==> src/rtl/fc_bus_arb_pkg.sv <==
// Shared types and defaults for the fc_bus_arb bus arbiter.
package fc_pkg;

  typedef enum logic [2:0] {
    ST_IDLE    = 3'd0,
    ST_GRANT   = 3'd1,
    ST_ACK     = 3'd2,
    ST_REL     = 3'd3,
    ST_REFRESH = 3'd4
  } state_t;

  localparam int NCH_DEF        = 3;
  localparam int WAIT_W_DEF     = 4;
  localparam int REF_PERIOD_DEF = 128;
  localparam int REF_LEN_DEF    = 4;

  // Wide enough for REF_LEN - 1 over the legal REF_LEN range.
  localparam int REF_LEN_W = 4;

endpackage

==> src/rtl/fc_bus_arb_if.sv <==
// Bus-master request/grant bundle; the arbiter connects through the slave modport.
interface fc_bus_arb_if import fc_pkg::*; #(
  parameter int NCH    = NCH_DEF,
  parameter int WAIT_W = WAIT_W_DEF
);
  localparam int CW = $clog2(NCH);

  logic [NCH-1:0]    req;
  logic              rr_mode;
  logic [WAIT_W-1:0] wait_cnt;
  logic [NCH-1:0]    gnt;
  logic [NCH-1:0]    ack;
  logic [CW-1:0]     ch;
  logic              busy;
  logic              ref_o;

  modport master (
    output req, rr_mode, wait_cnt,
    input  gnt, ack, ch, busy, ref_o
  );

  modport slave (
    input  req, rr_mode, wait_cnt,
    output gnt, ack, ch, busy, ref_o
  );

endinterface

==> src/rtl/fc_bus_arb_rr_pick.sv <==
// Combinational winner selection: fixed priority (lowest index) or round-robin from rr_ptr.
module fc_rr_pick #(
  parameter int NCH = 3
) (
  input  logic [NCH-1:0]         req,
  input  logic [$clog2(NCH)-1:0] rr_ptr,
  input  logic                   rr_mode,
  output logic [$clog2(NCH)-1:0] winner,
  output logic                   valid
);
  localparam int CW  = $clog2(NCH);
  localparam int CW1 = CW + 1;
  localparam logic [CW:0] NCH_V = CW1'(NCH);

  logic [CW-1:0]  shift_s;
  logic [NCH-1:0] src_s;
  logic [CW-1:0]  pos_s;
  logic [CW:0]    sum_s;
  logic [CW:0]    diff_s;

  // Rotate so the search start sits at bit 0, find the lowest set bit, then un-rotate.
  always_comb begin
    shift_s = rr_mode ? rr_ptr : '0;
    src_s   = NCH'({req, req} >> shift_s);
    pos_s   = '0;
    for (int i = NCH - 1; i >= 0; i--) begin
      pos_s = src_s[i] ? CW'(i) : pos_s;
    end
    sum_s  = {1'b0, pos_s} + {1'b0, shift_s};
    diff_s = sum_s - NCH_V;
    winner = (sum_s >= NCH_V) ? diff_s[CW-1:0] : sum_s[CW-1:0];
    valid  = |req;
  end

endmodule

==> src/rtl/fc_bus_arb.sv <==
// Bus arbiter with wait states, DTACK-style ack and optional DRAM refresh slots.
// Refresh logic is present only when FC_BUS_ARB_REFRESH_EN is defined.
module fc_bus_arb import fc_pkg::*; #(
  parameter int NCH        = NCH_DEF,
  parameter int WAIT_W     = WAIT_W_DEF,
  parameter int REF_PERIOD = REF_PERIOD_DEF,
  parameter int REF_LEN    = REF_LEN_DEF
) (
  input  logic         MCLK,
  input  logic         SRES,
  fc_bus_arb_if.slave  bus
);
  localparam int CW = $clog2(NCH);
  localparam logic [NCH-1:0] GNT_ONE = NCH'(1);
  localparam logic [CW-1:0]  LAST_CH = CW'(NCH - 1);

  if (NCH < 2 || NCH > 8 || REF_PERIOD < 8 || REF_PERIOD > 4096 ||
      REF_LEN < 1 || REF_LEN > 15) begin : g_param_check
    $error("fc_bus_arb: parameter out of legal range");
  end

  state_t            state_r;
  logic [NCH-1:0]    gnt_r;
  logic [NCH-1:0]    ack_r;
  logic [CW-1:0]     ch_r;
  logic [CW-1:0]     rr_ptr_r;
  logic              busy_r;
  logic [WAIT_W-1:0] wait_r;
  logic [CW-1:0]     pick_s;
  logic              pick_valid_s;
  logic              ref_start_s;
  logic              owner_req_s;

  assign owner_req_s = bus.req[ch_r];

  fc_rr_pick #(.NCH(NCH)) u_pick (
    .req     (bus.req),
    .rr_ptr  (rr_ptr_r),
    .rr_mode (bus.rr_mode),
    .winner  (pick_s),
    .valid   (pick_valid_s)
  );

`ifdef FC_BUS_ARB_REFRESH_EN
  localparam int RCW = $clog2(REF_PERIOD);
  localparam logic [RCW-1:0] REF_LAST = RCW'(REF_PERIOD - 1);

  logic [RCW-1:0]       ref_cnt_r;
  logic                 ref_pend_r;
  logic                 ref_wrap_s;
  logic [REF_LEN_W-1:0] ref_len_r;
  logic                 ref_o_r;

  assign ref_wrap_s  = (ref_cnt_r == REF_LAST);
  assign ref_start_s = (state_r == ST_IDLE) && ref_pend_r;

  // Free-running refresh timer; a wrap while a refresh is already pending is dropped
  always_ff @(posedge MCLK or negedge SRES) begin
    if (!SRES) begin
      ref_cnt_r  <= '0;
      ref_pend_r <= 1'b0;
    end else begin
      ref_cnt_r <= ref_wrap_s ? '0 : ref_cnt_r + RCW'(1);
      if (ref_start_s) begin
        ref_pend_r <= 1'b0;
      end else if (ref_wrap_s) begin
        ref_pend_r <= 1'b1;
      end else begin
        ref_pend_r <= ref_pend_r;
      end
    end
  end

  assign bus.ref_o = ref_o_r;
`else
  assign ref_start_s = 1'b0;
  assign bus.ref_o   = 1'b0;
`endif

  // Arbitration FSM; every bus output is a flop
  always_ff @(posedge MCLK or negedge SRES) begin
    if (!SRES) begin
      state_r  <= ST_IDLE;
      gnt_r    <= '0;
      ack_r    <= '0;
      ch_r     <= '0;
      rr_ptr_r <= '0;
      busy_r   <= 1'b0;
      wait_r   <= '0;
`ifdef FC_BUS_ARB_REFRESH_EN
      ref_o_r   <= 1'b0;
      ref_len_r <= '0;
`endif
    end else begin
      ack_r <= '0;
      case (state_r)
        ST_IDLE: begin
          if (ref_start_s) begin
`ifdef FC_BUS_ARB_REFRESH_EN
            state_r   <= ST_REFRESH;
            busy_r    <= 1'b1;
            ref_o_r   <= 1'b1;
            ref_len_r <= REF_LEN_W'(REF_LEN - 1);
`else
            state_r <= ST_IDLE;
`endif
          end else if (pick_valid_s) begin
            state_r  <= ST_GRANT;
            ch_r     <= pick_s;
            gnt_r    <= GNT_ONE << pick_s;
            wait_r   <= bus.wait_cnt;
            rr_ptr_r <= (pick_s == LAST_CH) ? '0 : pick_s + CW'(1);
            busy_r   <= 1'b1;
          end else begin
            state_r <= ST_IDLE;
          end
        end
        ST_GRANT: begin
          // Owner withdrawing before its ack aborts the cycle without an ack.
          if (!owner_req_s) begin
            state_r <= ST_IDLE;
            gnt_r   <= '0;
            busy_r  <= 1'b0;
          end else if (wait_r == '0) begin
            state_r <= ST_ACK;
            ack_r   <= gnt_r;
          end else begin
            wait_r <= wait_r - WAIT_W'(1);
          end
        end
        ST_ACK: begin
          state_r <= ST_REL;
        end
        ST_REL: begin
          if (!owner_req_s) begin
            state_r <= ST_IDLE;
            gnt_r   <= '0;
            busy_r  <= 1'b0;
          end else begin
            state_r <= ST_REL;
          end
        end
`ifdef FC_BUS_ARB_REFRESH_EN
        ST_REFRESH: begin
          if (ref_len_r == '0) begin
            state_r <= ST_IDLE;
            busy_r  <= 1'b0;
            ref_o_r <= 1'b0;
          end else begin
            ref_len_r <= ref_len_r - REF_LEN_W'(1);
          end
        end
`endif
        default: begin
          state_r <= ST_IDLE;
          gnt_r   <= '0;
          busy_r  <= 1'b0;
`ifdef FC_BUS_ARB_REFRESH_EN
          ref_o_r <= 1'b0;
`endif
        end
      endcase
    end
  end

  assign bus.gnt  = gnt_r;
  assign bus.ack  = ack_r;
  assign bus.ch   = ch_r;
  assign bus.busy = busy_r;

endmodule

==> src/flat_wrapper.sv <==
// flat-port wrapper written by rule: the top's interface ports become plain ports
module fc_bus_arb_flat import fc_pkg::*;
#(
  parameter int NCH        = NCH_DEF,
  parameter int WAIT_W     = WAIT_W_DEF,
  parameter int REF_PERIOD = REF_PERIOD_DEF,
  parameter int REF_LEN    = REF_LEN_DEF
)
  (MCLK, SRES, bus_req, bus_rr_mode, bus_wait_cnt, bus_gnt, bus_ack, bus_ch, bus_busy, bus_ref_o);
  fc_bus_arb_if #(.NCH(NCH), .WAIT_W(WAIT_W)) bus_i ();
  input  logic MCLK;
  input  logic SRES;
  input wire logic [$bits(bus_i.req)-1:0] bus_req;
  input wire logic [$bits(bus_i.rr_mode)-1:0] bus_rr_mode;
  input wire logic [$bits(bus_i.wait_cnt)-1:0] bus_wait_cnt;
  output wire logic [$bits(bus_i.gnt)-1:0] bus_gnt;
  output wire logic [$bits(bus_i.ack)-1:0] bus_ack;
  output wire logic [$bits(bus_i.ch)-1:0] bus_ch;
  output wire logic [$bits(bus_i.busy)-1:0] bus_busy;
  output wire logic [$bits(bus_i.ref_o)-1:0] bus_ref_o;
  assign bus_i.req = bus_req;
  assign bus_i.rr_mode = bus_rr_mode;
  assign bus_i.wait_cnt = bus_wait_cnt;
  assign bus_gnt = bus_i.gnt;
  assign bus_ack = bus_i.ack;
  assign bus_ch = bus_i.ch;
  assign bus_busy = bus_i.busy;
  assign bus_ref_o = bus_i.ref_o;
  fc_bus_arb #(.NCH(NCH), .WAIT_W(WAIT_W), .REF_PERIOD(REF_PERIOD), .REF_LEN(REF_LEN)) u_core (.MCLK(MCLK), .SRES(SRES), .bus(bus_i));
endmodule
==> config.mk <==
export PLATFORM = sky130hd
export DESIGN_NAME = fc_bus_arb_flat
export DESIGN_NICKNAME = d
export VERILOG_FILES = /design/src/rtl/fc_bus_arb_pkg.sv /design/src/rtl/fc_bus_arb_if.sv /design/src/rtl/fc_bus_arb_rr_pick.sv /design/src/rtl/fc_bus_arb.sv /design/src/flat_wrapper.sv
export SDC_FILE = /design/constraint.sdc
export NUM_CORES = 1
export LEC_CHECK = 0
export CELL_PAD_IN_SITES_DETAIL_PLACEMENT = 1
export CELL_PAD_IN_SITES_GLOBAL_PLACEMENT = 1
export CORE_MARGIN = 5
export CORE_UTILIZATION = 40
export DETAILED_ROUTE_END_ITERATION = 12
export PLACE_DENSITY_LB_ADDON = 0.1
export REMOVE_ABC_BUFFERS = 1
export SLEW_MARGIN = 10
export SYNTH_ARGS = -nofsm -noshare
export SYNTH_HDL_FRONTEND = slang
export SYNTH_SLANG_ARGS = --single-unit
==> constraint.sdc <==
create_clock -name MCLK -period 6.5 [get_ports MCLK]
set_input_delay 0.65 -clock MCLK [delete_from_list [all_inputs] [get_ports MCLK]]
set_output_delay 0.65 -clock MCLK [all_outputs]
set_load 0.03 [all_outputs]
==> results.cfg <==
[timing]
rsz0062_at_grt = no
maxSlewViolCount = 0
tns_ns = 0
slew_headroom_pct = 48.4
max_freq_ghz = 0.302
fin_skew_ns = 0.00634
period_minus_slack_ns = 3.31
setup_viol = 0
fin_crit_sh_pct = 50.9
finalWorstSetupSlack_ns = 3.19
finalHoldViolCount = 0
worst_slew_pin_slew_ns = 0.771

[critical_path]
crit_end = u_core.bus.gnt[0]$_DFFE_PN0P_
rr_startpoint = u_core.rr_ptr_r[0]$_DFFE_PN0P_
cp.required_ns = 6.72
worstPathMaxFanout = 4
r2r_cells = 9
cp-start-kind = primary input
end_kind = flop
r2r_end = u_core.bus.gnt[0]$_DFFE_PN0P_
path_class = primary input to flop
cp.arrival_ns = 3.52
timing.critical_path.from = bus_rr_mode
ff2ff_setup_slack_ns = 3.61

[route]
ant_nets = 0
vias_per_cell = 5.49
highest_layer = met4
drc = 0
m1WireLength_um = 1180
route.vias.total = 845
wl_met3_um = 90
drt-total-wl_um = 2380
drtIter0Drc = 33
wl_per_cell_um = 15.5
wl_met2_um = 1100
first_pass_iters = 4

[clock_network]
cts_max_path_buffers = 2
cts_sinks = 17
ctsResizeCount = 0
ctsHtreeMaxLevel = 1
cts_tree = built
cts_setup_buffers = 0
clkSlewWorstSetupHoldPaths_ns = 0.11
cts_hold_buf = 0
cts_buffers = 3
insertion_delay_ns = 0.29
cts_root_buf = clkbuf_4

[global_route]
grt_overflow = 0
grt_start_max_net_pins = 18
grt_pass1_wl_um = 4030
antenna_found_initial = 0
grt_pass1_vias = 869
grtUsageTotal_pct = 15.0

[yosys]
synth-async-reset-ratio_pct = 100
synthCells = 104
yosys.area.top_type = dfrtp_1
yosysTopAreaCellShare_pct = 43.1
ys_ff_latch = 17
ys.flop_type = dfrtp_1
netlist-cell-type-count = 36
seq_area_frac_synth_pct = 43.1
synth_edf_count = 0
synth_area_per_cell_um2 = 9.48
synth_area_leaders = dfrtp_1 43%, o21ai_0 5.6%, ha_1 3.8%, nand2_1 3.8%, nand3_1 3.0%
syn-cell-area_um2 = 986
ys_warn_count = 0

[worst_hold_path]
hold_path_class = flop to flop

[floorplan]
rows = 18
die_h_um = 59.6
initial_utilization_pct = 40.9
io_pins = 20
die_w_um = 59.6
core_um2 = 2410
dieArea_um2 = 3560

[layout]
insertedDiodeCount = 0
fin_util_pct = 50.3
final_common_cell = clkdlybuf4s50_1
syn2layout_area_growth_pct = 22.8
final_net_count = 139
drive_above_1_share_pct = 7.26
final_cell_mix = 18 x clkdlybuf4s50_1, 17 x dfrtp_1, 11 x o21ai_0

[job]
maxCapViolCount = 0

[pwr]
ir_worst_vdd_mv = 0.275
p_leak_uw = 0.000530
power.total_uw = 570
power_density_nw_per_um2 = 471

[place]
place_ws_ns = 2.88
dpl.hpwl_um = 1820
io_buffer_count = 18
gp_congestion = 0.763

[run_status]
outcome = complete, no violations
==> worst min path at each step <==
stage / startpoint / end / slack (ns) / depth (start not counted)
floorplan: SRES / u_core.bus.ack[0]$_DFF_PN0_ / 0.35 / 0
global placement: u_core.bus.busy$_DFFE_PN0P_ / u_core.bus.busy$_DFFE_PN0P_ / 0.47 / 2
detailed placement: u_core.bus.busy$_DFFE_PN0P_ / u_core.bus.busy$_DFFE_PN0P_ / 0.48 / 2
CTS: u_core.bus.busy$_DFFE_PN0P_ / u_core.bus.busy$_DFFE_PN0P_ / 0.51 / 2
global route: u_core.bus.busy$_DFFE_PN0P_ / u_core.bus.busy$_DFFE_PN0P_ / 0.54 / 2
finish: u_core.bus.busy$_DFFE_PN0P_ / u_core.bus.busy$_DFFE_PN0P_ / 0.50 / 2
==> state kept, by name (all words and copies together) (netlist names) <==
signal and count:
u_core.wait_r 4, u_core.bus.ack 3, u_core.bus.gnt 3, u_core.bus.ch 2, u_core.rr_ptr_r 2, u_core.state_r 2, u_core.bus.busy 1
==> worst max-delay path, stage by stage <==
cell and delay, ns:
clkdlybuf4s50_1 0.45, and3b_1 0.22, nor3_1 0.23, a21oi_1 0.09
o21ai_0 0.23, fa_1 0.48, ha_1 0.23, nor3_1 0.42
mux2_2 0.39, o21ai_0 0.14
==> synth_stat cells, types with 2 or more instances <==
cell and n:
dfrtp_1 17, o21ai_0 11, nand2_1 10, nor2_1 7, nand3_1 6, a21oi_1 5, nor3_1 5, and3_1 3
and3b_1 3, ha_1 3, nand3b_1 3, a31oi_1 2, and2_1 2, inv_1 2, nand2b_1 2, o211ai_2 2
o21a_1 2
==> metrics by stage <==
stage,instance area (um^2),std cells,hold WS (ns)
finish,1210,154,0.503
global route,1210,154,0.537
CTS,1210,154,0.509
detailed placement,1180,150,0.478
global placement,1180,150,0.467
floorplan,967,102,0.354
==> area by class of cell <==
| type | instances | area [um^2] |
|---|---|---|
| clock buffers | 4 | 26.3 |
| inverters | 2 | 7.51 |
| multi-input cells | 83 | 534 |
| flip-flops and latches | 17 | 425 |
| well taps | 30 | 37.5 |
| fillers | 287 | 1200 |
| repair buffers | 18 | 180 |
==> kinds of logic (layout without fill, tap and decap cells) <==
logic type	after synthesis	count (layout)	synth area share, %
and+or+nand+nor	47	47	26.5
AOI/OAI and AO/OA	29	29	19.3
DFF	17	17	43.1
adders and majority gates	4	4	5.84
buffers and inverters	4	24	2.67
muxes	2	2	2.16
other	1	1	0.380
==> report_power, final <==
part           switching [uW]  leakage [uW]  internal (uW)  total (uW)
Clock                    34.1     0.0000150           23.8        58.0
Sequential               39.4      0.000215            148         187
Combinational             189      0.000300            136         325
Total                     263      0.000530            308         570
==> metal layers <==
layer,vias up,global-route usage (%)
met2,16,23.0
met4,0,6.33
met1,407,20.4
met3,2,3.27
li1,420,-
met5,-,0
(Power assumes the default switching activity.)
==> patch (config.mk and constraints unchanged) <==
Build with the macro `FC_BUS_ARB_REFRESH_EN` defined.
--- a/src/rtl/fc_bus_arb.sv
+++ b/src/rtl/fc_bus_arb.sv
@@ -1,5 +1,7 @@
 // Bus arbiter with wait states, DTACK-style ack and optional DRAM refresh slots.
 // Refresh logic is present only when FC_BUS_ARB_REFRESH_EN is defined.
+`define FC_BUS_ARB_REFRESH_EN
+
 module fc_bus_arb import fc_pkg::*; #(
   parameter int NCH        = NCH_DEF,
   parameter int WAIT_W     = WAIT_W_DEF,
Behaviour: no difference found for any inputs over 10 cycles, from zero or initial values; that may be too few to reach the edited logic, so the function may still have changed.
==> patch against the unedited design <==
Synthesized cell count up 77%. Maximum frequency decreased by 5.6%. Total power rose by 40%. Setup slack got worse by 0.20 ns. Sequential cell count rose by 14. Non-clock buffer count rose by 2. Cell area is 69% higher. Clock skew is 0.00099 ns higher. Area after synthesis increased by 74%. Routed wire length rose by 79%.
==> patch: results <==
metrics = {
    "critical_path": {
        "worstPathMaxFanout": 10,
        "crit_slowest_cell": "clkdlybuf4s50_1",
        "r2r_setup_slack_ns": 3.62,
        "path_delay_family": "compound AO/OA/AOI/OAI gates",
        "cp_slowest_stage_delay_ns": 0.65,
    },
    "cts": {
        "clk_pin_slew_worst_paths_ns": 0.07,
        "cts.sinks": 31,
        "root_buffer": "clkbuf_8",
        "numCtsBuffers": 5,
        "htreeDepth": 2,
    },
    "detailed_routing": {
        "wl_um": 4250,
        "wl_per_cell_um": 16.8,
        "dr.first_iter.drc_count": 64,
        "avgViaCountPerCell": 5.75,
        "wl_met3_um": 173,
        "wl_met1_um": 2040,
        "routed-wl-met2_um": 1950,
    },
    "place": {
        "dp_hpwl_um": 3150,
        "placed_cells": 245,
        "routabilityCongestion": 0.865,
        "placed_cell_area_mm2": 0.00194,
        "dpl_worst_slack_ns": 2.68,
    },
    "synthesis": {
        "ys_types": 47,
        "avgSynthCellArea_um2": 9.34,
        "synthTopCellsByArea": "dfrtp_1 (45%), nor2_1 (3.3%), ha_1 (2.9%)",
        "synth_common_cells": "dfrtp_1 (31), nor2_1 (15), nand2_1 (13)",
        "synth-seq-area-share": 0.452,
    },
    "pwr": {
        "p_int_w": 0.000480,
        "leakage_nw": 0.915,
        "seq-power_w": 0.000279,
        "power_w": 0.000799,
        "power_clock_w": 0.000193,
    },
    "grt": {
        "grt_start_max_net_pins": 32,
        "grt_pass1_vias": 1502,
        "grt_use_total": 0.168,
        "use_met1": 0.224,
        "grtUsageMet3": 0.0383,
        "grt_pass1_wl_um": 7240,
        "grtUsageMet2": 0.264,
    },
    "finish": {
        "final_util": 0.502,
        "buf_share": 0.0963,
        "finalNetCount": 217,
        "nNonClkBuffers": 20,
        "seq_area_um2": 776,
        "multi_input_area_um2": 858,
        "multi_input_gates": 132,
        "clock_area_frac": 0.0549,
        "n_all_inverters": 12,
        "fill_cells": 474,
        "drive_above_1_share": 0.0788,
    },
    "floorplanning": {
        "core_area_mm2": 0.00409,
    },
    "sta": {
        "clock_skew_ns": 0.00733,
        "max_slew_margin": 0.463,
        "timing.hold.ws_ns": 0.468,
        "clock.fmax_ghz": 0.285,
    },
    "outcome": {
        "outcome": "complete, no violations",
    },
}
==> patch: path summary, 6_finish.rpt <==
check / from / end / cells past startpoint
max in group asynchronous: SRES / u_core.rr_ptr_r[0] / 2
hold reg to reg: u_core.ref_cnt_r[0] / u_core.ref_cnt_r[0] / 1
setup / recovery: bus_req[1] / u_core.bus.gnt[2] / 12
setup reg to reg: u_core.rr_ptr_r[0] / u_core.bus.gnt[2] / 11
hold / removal: u_core.ref_cnt_r[0] / u_core.ref_cnt_r[0] / 1
min in group asynchronous: SRES / u_core.ref_cnt_r[1] / 2
==> patch: cells by family (layout without fill, tap and decap cells) <==
family	count (synthesis)	in the layout	synth area share
simple gates	80	80	0.264
mux	1	1	0.00583
compound gates	39	39	0.154
buf+inv	21	40	0.0488
xor+xnor	7	7	0.0357
fa+ha+maj	5	5	0.0408
flops	31	31	0.452
